### src/rtl/add_operand_sequencer_if.sv
// add_operand_sequencer_if: operand stream, result stream and external adder hookup for the sequencer
interface add_operand_sequencer_if #(parameter int WIDTH = 16);
  logic [WIDTH-1:0] in_data;
  logic             in_valid;
  logic             in_ready;
  logic             in_cin;
  logic [WIDTH-1:0] d_a;
  logic             en_a;
  logic [WIDTH-1:0] d_b;
  logic             en_b;
  logic             cin;
  logic [WIDTH-1:0] sum;
  logic             cout;
  logic [WIDTH:0]   res_data;
  logic             res_valid;
  logic             res_ready;
  modport master (
    output in_data, in_valid, in_cin, sum, cout, res_ready,
    input  in_ready, d_a, en_a, d_b, en_b, cin, res_data, res_valid
  );
  modport slave (
    input  in_data, in_valid, in_cin, sum, cout, res_ready,
    output in_ready, d_a, en_a, d_b, en_b, cin, res_data, res_valid
  );
endinterface

### src/rtl/add_operand_sequencer.sv
// add_operand_sequencer: loads A then B into an external adder's operand registers and captures {cout,sum}
// Optional: define ADD_SEQ_OVERFLOW_FLAG_EN to add output ovf, the signed overflow of A+B+cin held with the result.
module add_operand_sequencer #(
  parameter int WIDTH = 16
) (
  input  logic                   clk,
  input  logic                   rstn,
  add_operand_sequencer_if.slave bus
`ifdef ADD_SEQ_OVERFLOW_FLAG_EN
  ,
  output logic                   ovf
`endif
);
  typedef enum logic [2:0] {LOAD_A, LOAD_B, SETTLE, CAPTURE, HOLD} state_t;
  state_t           r_state;
  logic [WIDTH-1:0] r_d_a;
  logic [WIDTH-1:0] r_d_b;
  logic             r_en_a;
  logic             r_en_b;
  logic             r_cin;
  logic             r_in_ready;
  logic [WIDTH:0]   r_res_data;
  logic             r_res_valid;
  logic             w_accept;
  assign w_accept      = bus.in_valid && r_in_ready;
  assign bus.in_ready  = r_in_ready;
  assign bus.d_a       = r_d_a;
  assign bus.d_b       = r_d_b;
  assign bus.en_a      = r_en_a;
  assign bus.en_b      = r_en_b;
  assign bus.cin       = r_cin;
  assign bus.res_data  = r_res_data;
  assign bus.res_valid = r_res_valid;
  // Sequencer FSM: accept A, accept B, let the operand registers settle, capture, hold until consumed
  always_ff @(posedge clk or negedge rstn) begin
    if (!rstn) begin
      r_state     <= LOAD_A;
      r_d_a       <= '0;
      r_d_b       <= '0;
      r_en_a      <= 1'b0;
      r_en_b      <= 1'b0;
      r_cin       <= 1'b0;
      r_in_ready  <= 1'b1;
      r_res_data  <= '0;
      r_res_valid <= 1'b0;
    end else begin
      r_en_a <= 1'b0;
      r_en_b <= 1'b0;
      case (r_state)
        LOAD_A: if (w_accept) begin
          r_d_a   <= bus.in_data;
          r_en_a  <= 1'b1;
          r_state <= LOAD_B;
        end
        LOAD_B: if (w_accept) begin
          r_d_b      <= bus.in_data;
          r_en_b     <= 1'b1;
          r_cin      <= bus.in_cin;
          r_in_ready <= 1'b0;
          r_state    <= SETTLE;
        end
        SETTLE: r_state <= CAPTURE;
        CAPTURE: begin
          r_res_data  <= {bus.cout, bus.sum};
          r_res_valid <= 1'b1;
          r_state     <= HOLD;
        end
        HOLD: if (bus.res_ready) begin
          r_res_valid <= 1'b0;
          r_in_ready  <= 1'b1;
          r_state     <= LOAD_A;
        end
        default: begin
          r_in_ready <= 1'b1;
          r_state    <= LOAD_A;
        end
      endcase
    end
  end
`ifdef ADD_SEQ_OVERFLOW_FLAG_EN
  logic r_ovf;
  logic w_ovf;
  assign w_ovf = (r_d_a[WIDTH-1] == r_d_b[WIDTH-1]) && (bus.sum[WIDTH-1] != r_d_a[WIDTH-1]);
  assign ovf   = r_ovf;
  // Signed overflow flag, captured alongside the result and held with it
  always_ff @(posedge clk or negedge rstn) begin
    if (!rstn) r_ovf <= 1'b0;
    else if (r_state == CAPTURE) r_ovf <= w_ovf;
  end
`endif
endmodule

### src/flat_wrapper.sv
// flat-port wrapper written by rule: the top's interface ports become plain ports
module add_operand_sequencer_flat 
#(
  parameter int WIDTH = 16
)
  (clk, rstn, bus_in_data, bus_in_valid, bus_in_cin, bus_sum, bus_cout, bus_res_ready, bus_in_ready, bus_d_a, bus_en_a, bus_d_b, bus_en_b, bus_cin, bus_res_data, bus_res_valid);
  add_operand_sequencer_if #(.WIDTH(WIDTH)) bus_i ();
  input  logic clk;
  input  logic rstn;
  input wire logic [$bits(bus_i.in_data)-1:0] bus_in_data;
  input wire logic [$bits(bus_i.in_valid)-1:0] bus_in_valid;
  input wire logic [$bits(bus_i.in_cin)-1:0] bus_in_cin;
  input wire logic [$bits(bus_i.sum)-1:0] bus_sum;
  input wire logic [$bits(bus_i.cout)-1:0] bus_cout;
  input wire logic [$bits(bus_i.res_ready)-1:0] bus_res_ready;
  output wire logic [$bits(bus_i.in_ready)-1:0] bus_in_ready;
  output wire logic [$bits(bus_i.d_a)-1:0] bus_d_a;
  output wire logic [$bits(bus_i.en_a)-1:0] bus_en_a;
  output wire logic [$bits(bus_i.d_b)-1:0] bus_d_b;
  output wire logic [$bits(bus_i.en_b)-1:0] bus_en_b;
  output wire logic [$bits(bus_i.cin)-1:0] bus_cin;
  output wire logic [$bits(bus_i.res_data)-1:0] bus_res_data;
  output wire logic [$bits(bus_i.res_valid)-1:0] bus_res_valid;
  assign bus_i.in_data = bus_in_data;
  assign bus_i.in_valid = bus_in_valid;
  assign bus_i.in_cin = bus_in_cin;
  assign bus_i.sum = bus_sum;
  assign bus_i.cout = bus_cout;
  assign bus_i.res_ready = bus_res_ready;
  assign bus_in_ready = bus_i.in_ready;
  assign bus_d_a = bus_i.d_a;
  assign bus_en_a = bus_i.en_a;
  assign bus_d_b = bus_i.d_b;
  assign bus_en_b = bus_i.en_b;
  assign bus_cin = bus_i.cin;
  assign bus_res_data = bus_i.res_data;
  assign bus_res_valid = bus_i.res_valid;
  add_operand_sequencer #(.WIDTH(WIDTH)) u_core (.clk(clk), .rstn(rstn), .bus(bus_i));
endmodule
### config.mk
export PLATFORM = sky130hd
export DESIGN_NAME = add_operand_sequencer_flat
export DESIGN_NICKNAME = d
export VERILOG_FILES = /design/src/rtl/add_operand_sequencer_if.sv /design/src/rtl/add_operand_sequencer.sv /design/src/flat_wrapper.sv
export SDC_FILE = /design/constraint.sdc
export NUM_CORES = 1
export LEC_CHECK = 0
export CAP_MARGIN = 40
export CELL_PAD_IN_SITES_DETAIL_PLACEMENT = 1
export CELL_PAD_IN_SITES_GLOBAL_PLACEMENT = 2
export CORE_ASPECT_RATIO = 2
export CORE_MARGIN = 1
export CORE_UTILIZATION = 30
export CTS_CLUSTER_DIAMETER = 40
export CTS_CLUSTER_SIZE = 10
export DETAILED_ROUTE_END_ITERATION = 7
export HOLD_SLACK_MARGIN = 0.15
export PLACE_DENSITY_LB_ADDON = 0.1
export SLEW_MARGIN = 20
export SYNTH_ARGS = -nofsm -noshare
export SYNTH_HDL_FRONTEND = slang
export SYNTH_SLANG_ARGS = --single-unit
export TNS_END_PERCENT = 50
### constraint.sdc
create_clock -name clk -period 4.9 [get_ports clk]
set_input_delay 0.98 -clock clk [delete_from_list [all_inputs] [get_ports clk]]
set_output_delay 0.98 -clock clk [all_outputs]
set_load 0.005 [all_outputs]
### After elaboration in Yosys (flattened, before gate mapping)

Index checks and enable logic that the tools add are counted.

* $mul: 0
* bitwise operators: 1
* div/mod/pow operators: 0
* equal/unequal tests: 7
* add/subtract/negate cells: 0
* shifts and indexed selects: 0
* reduce and logical (&&, ||, !) cells: 9
* muxes and demuxes: 12
* order comparisons: 0

Operators by type and width (number)
* one-hot mux 3 bit (5 select lines): 1
* 2-to-1 mux 3 bit: 3
* == test 3 x 2 -> 1 bit (second input constant): 2
* 2-to-1 mux 1 bit: 6
* AND reduction 2 bit: 3
* AND reduction 3 bit: 2
* != test 2 x 1 -> 1 bit (second input constant): 2
* == test 3 x 1 -> 1 bit (second input constant): 1
* == test 3 bit (second input constant): 1
* logical NOT 3 bit: 1
* one-hot mux 1 bit (3 select lines): 1
* OR reduction 3 bit: 1
* != test 2 bit (second input constant): 1
* one-hot mux 1 bit (2 select lines): 1
* nonzero test 2 bit: 1
* logical AND 1 bit: 1
* NOT 1 bit: 1

* ROM bits: 0
* output and inout bits: 54
* bits in latches: 0
* memories kept: 0
* input port bits: 38
* flip-flop bits (word level): 57
* memory bits (writable): 0
* word-level logic and storage cells: 38

### Depth between registers and ports, before layout

* depth after elaboration: 4
* mapped depth: 6
* depth with buffers taken out: 3

### Worst setup path after synthesis

OpenSTA, ideal clock, no wires.

* kind: input -> register
* start: in bus_in_valid
* end: reg u_core.r_d_a[10] (netlist: u_core.bus.d_a[10])
* slack: 2.822 ns
* path buffers: 1
* stages: 4
* required time: 4.775 ns
* arrival time: 1.953 ns
* setup time: 0.125 ns
* path through: nand2_1 > nor4_4 > buf_8 > mux2_4

* longest elaborated chain between the ends: 2

RTL lines
* start, declared: RTL line flat_wrapper.sv:11 `input wire logic [$bits(bus_i.in_valid)-1:0] bus_in_valid;`
* logical AND 1 bit: RTL line add_operand_sequencer.sv:25 `assign w_accept = bus.in_valid && r_in_ready;`
* AND reduction 2 bit (no line)
* end signal, assigned: RTL line add_operand_sequencer.sv:51 `r_d_a <= bus.in_data;`
* end, declared: RTL line add_operand_sequencer.sv:16 `logic [WIDTH-1:0] r_d_a;`

Every way passes these cells.
A chain may end at the register's enable or synchronous reset.

### Worst setup path in the final report

* start: in bus_in_valid
* end: reg u_core.r_d_b[14] (netlist: u_core.bus.d_b[14])

* longest elaborated chain between the ends: 2

RTL lines
* logical AND 1 bit: RTL line add_operand_sequencer.sv:25
* AND reduction 2 bit (no line)
* end signal, assigned: RTL line add_operand_sequencer.sv:56 `r_d_b <= bus.in_data;`
* end, declared: RTL line add_operand_sequencer.sv:17 `logic [WIDTH-1:0] r_d_b;`

Every way passes these cells.

==> summary.md <==
| Metric | Value |
|---|---|
| Placement Rows | `44` |
| Tightest Pin Transition | `~0.72 ns` |
| Via count | `1472` |
| Nets | `270` |
| Fmax | `approximately 390 MHz` |
| Min-Delay Path Class | `reg2reg` |
| Core Area | `7210 um^2` |
| Worst path cell trace | `clkdlybuf4s50_1 -> nand2_1 -> nor3b_4 -> buf_6 -> mux2_2` |
| Ports | `between 90 and 100` |
| First-pass GRT wire length | `8.50 mm` |
| Iter 0 DRT Violations | `20` |
| Final period utilization | `52.8%` |
| Final HPWL DP | `3.90 mm` |
| RR Endpoint | `u_core.bus.d_b[14]` |
| Post-CTS Repair Setup Buffers | `0` |
| Initial core utilization | `31.1%` |
| Flop2flop setup slack | `about 2.9 ns` |
| Routed WL per cell | `between 15 and 20 um` |
| Die area | `~7800 um^2` |
| Tot GR Track Use | `14.8%` |
| Max-cap violations | `0` |
| Clk_lat worst skew | `0.32 ns` |
| Mapped Area | `2240 um^2` |
| Antenna violations before repair | `0` |
| Leakage power figure | `0.00151 uW` |
| DRT Wirelength | `5.23 mm` |
| Post-route ant nets | `0` |
| Largest stage delay, worst path | `around 0.54 ns` |
| Critical Path RT | `5.10 ns` |
| Crit path launch type | `primary input` |
| Horiz. Die Dim | `63.1 um` |
| Hold depth | `1` |
| Post-Route Skew | `0.00158 ns` |
| Max Transition Viols Final | `0` |
| # setup viols final | `0` |
| Hold Startpoint | `u_core.bus.res_data[1]` |
| Storage element area | `1430 um^2` |
| Top cells by area, synth | `dfrtp_1 (63%), mux2_2 (21%), mux2_4 (6.0%), dfstp_2 (1.2%), buf_6 (1.0%)` |
| Routability Congestion | `0.667` |
| Slowest-stage cell, CP | `nor3b_4` |
| Seq/Total Area, Yosys | `63.7%` |
| CTS tree | `done` |
| CP endpoint kind | `register` |
| Total negative slack | `0 ns` |
| Shortest period the worst path allows | `2.59 ns` |
| Total CTS buffers | `9` |
| Largest net degree at the start of global routing | `58` |
| Register bit total from synthesis | `57` |
| Worst Reg-to-Reg Cells | `4` |
| Number of fill cells | `727` |
| Share of post-route cells with drive strength above 1 | `32.5%` |
| Endpoint of the worst hold path | `u_core.bus.res_data[1]` |
| Synth area leader | `dfrtp_1` |
| RSZ-0062 raised after global routing | `false` |
| Pwr/cell area | `585 nW/um^2` |
| Synthesized area per cell | `16.7 um^2` |
| H-tree depth | `3` |
| Synthesis Warnings | `0` |
| Post-layout util | `48.9%` |
| DRC viols | `0` |
| Syn nets | `between 150 and 200` |
| Max Root-Sink Buffers | `2` |
| Diodes inserted | `0` |
| Die Y-Extent | `124 um` |
| Avg Vias per Cell | `4.47` |
| Clk root buf | `clkbuf_16` |
| Crit-path max FO | `10` |
| Max_slew headroom | `between 50% and 60%` |
| Pre-Repair DR Iteration Count | `2` |
| Post-cts hold buffer count | `0` |
| Vias in the first global route | `about 1700` |
| PostCTS Resize Cnt | `0` |
| Status | `finished, final reports clean` |
| Synth cell types | `21` |
| CTS clk-pin slew, worst paths | `0.05 ns` |
| Grt ovf | `0` |
| Final hold violations | `0` |
| Post-Syn Instances | `134` |
| Setup Crit Path Kind | `in2reg` |
| Crit path arrival time | `2.79 ns` |
| Area taken by multi-input logic gates | `around 760 um^2` |
| I/O Buffers | `91` |
| Share of the synthesized area in the top cell type | `62.6%` |
| VDD IR max | `0.220 mV` |
| CTS sink cnt | `57` |
| Area Overhead vs Synth | `57.4%` |
| Reg-to-Reg Start | `u_core.r_state[0]` |
how the worst max path moves through the flow:
| stage | cells past startpoint | from | end |
|---|---|---|---|
| 2_1_floorplan | 4 | bus_in_valid | u_core.bus.d_a[10] |
| 3_3_place_gp | 4 | bus_in_valid | u_core.bus.d_b[10] |
| 3_5_place_dp | 5 | bus_in_valid | u_core.bus.d_b[14] |
| 4_1_cts | 5 | bus_in_valid | u_core.bus.d_b[14] |
| 5_1_grt | 5 | bus_in_valid | u_core.bus.d_b[7] |
| 6_report | 5 | bus_in_valid | u_core.bus.d_b[14] |
sequential cells by signal, indices dropped and copies added, names as in the netlist:
name / count
u_core.bus.cin: 1
u_core.bus.d_a: 16
u_core.bus.d_b: 16
u_core.bus.en_a: 1
u_core.bus.en_b: 1
u_core.bus.in_ready: 1
u_core.bus.res_data: 17
u_core.bus.res_valid: 1
u_core.r_state: 3
routing by layer:
layer | routed length [um] | vias to the layer above | global-route usage, %
met4 | 107 | 0 | 7.41
met1 | 1820 | 737 | 14.4
li1 | - | 668 | -
met2 | 2940 | 60 | 26.8
met5 | 0 | - | 0
met3 | 372 | 7 | 5.68
cells in the final DEF (no fill, tap or decap), drive strengths merged:
master and n:
nand2 4, nor2 4, clkbuf 14, nand3b 1
a21oi 2, xor2 1, dfrtp 56, clkinv 2
buf 4, nor2b 1, o32a 1, or4b 1
mux2 51, o22a 1, nor3b 1, nand3 1
nor4 1, dfstp 1, clkdlybuf4s50 90
kinds of logic (layout without fill, tap and decap cells):
kind of cell	Yosys count	in the layout	synth area share (%)
AND/OR/NAND/NOR	14	14	4.58
buffers and inverters	7	110	2.79
AO/OA/AOI/OAI	4	4	1.34
XOR/XNOR	1	1	0.391
multiplexers	51	51	27.2
flip-flops	57	57	63.7
power breakdown:
part | total [uW] | internal, uW | switching, uW
Sequential | 787 | 671 | 116
Clock | 586 | 394 | 192
Combinational | 687 | 512 | 174
Total | 2060 | 1580 | 483
metrics by stage:
stage	setup WS (ns)	instances	hold slack [ns]	power (uW)	instance area (um^2)
detailed placement	1.94	313	0.496	1500	3230
CTS	2.28	329	0.507	2100	3520
global placement	1.91	312	0.486	1470	3220
floorplan	2.82	134	0.504	1010	2240
global route	2.20	329	0.516	2180	3520
finish	2.31	329	0.499	2060	3520
worst max-delay path, delay by kind of cell:
family | cells | cell delay (ns)
buf+inv | 2 | 0.76
mux | 1 | 0.34
simple gates | 2 | 0.70
cell usage after synthesis, drive strengths merged:
cell type and number:
mux2 51, nor4 1, xor2 1, a21oi 2, nand2 4, nand3b 1, nor2b 1, nor2 4
dfstp 1, or4b 1, dfrtp 56, nand3 1, nor3b 1, buf 7, o22a 1, o32a 1
final cells by class:
cell class | count | share of cell area, %
clock inverter | 2 | 0.284
sequential | 57 | 40.5
timing repair buffer | 94 | 26.4
clock buffer | 14 | 8.06
multi-input combinational | 70 | 21.4
tap | 92 | 3.27
Note: power is estimated with default switching activity, not from simulation.
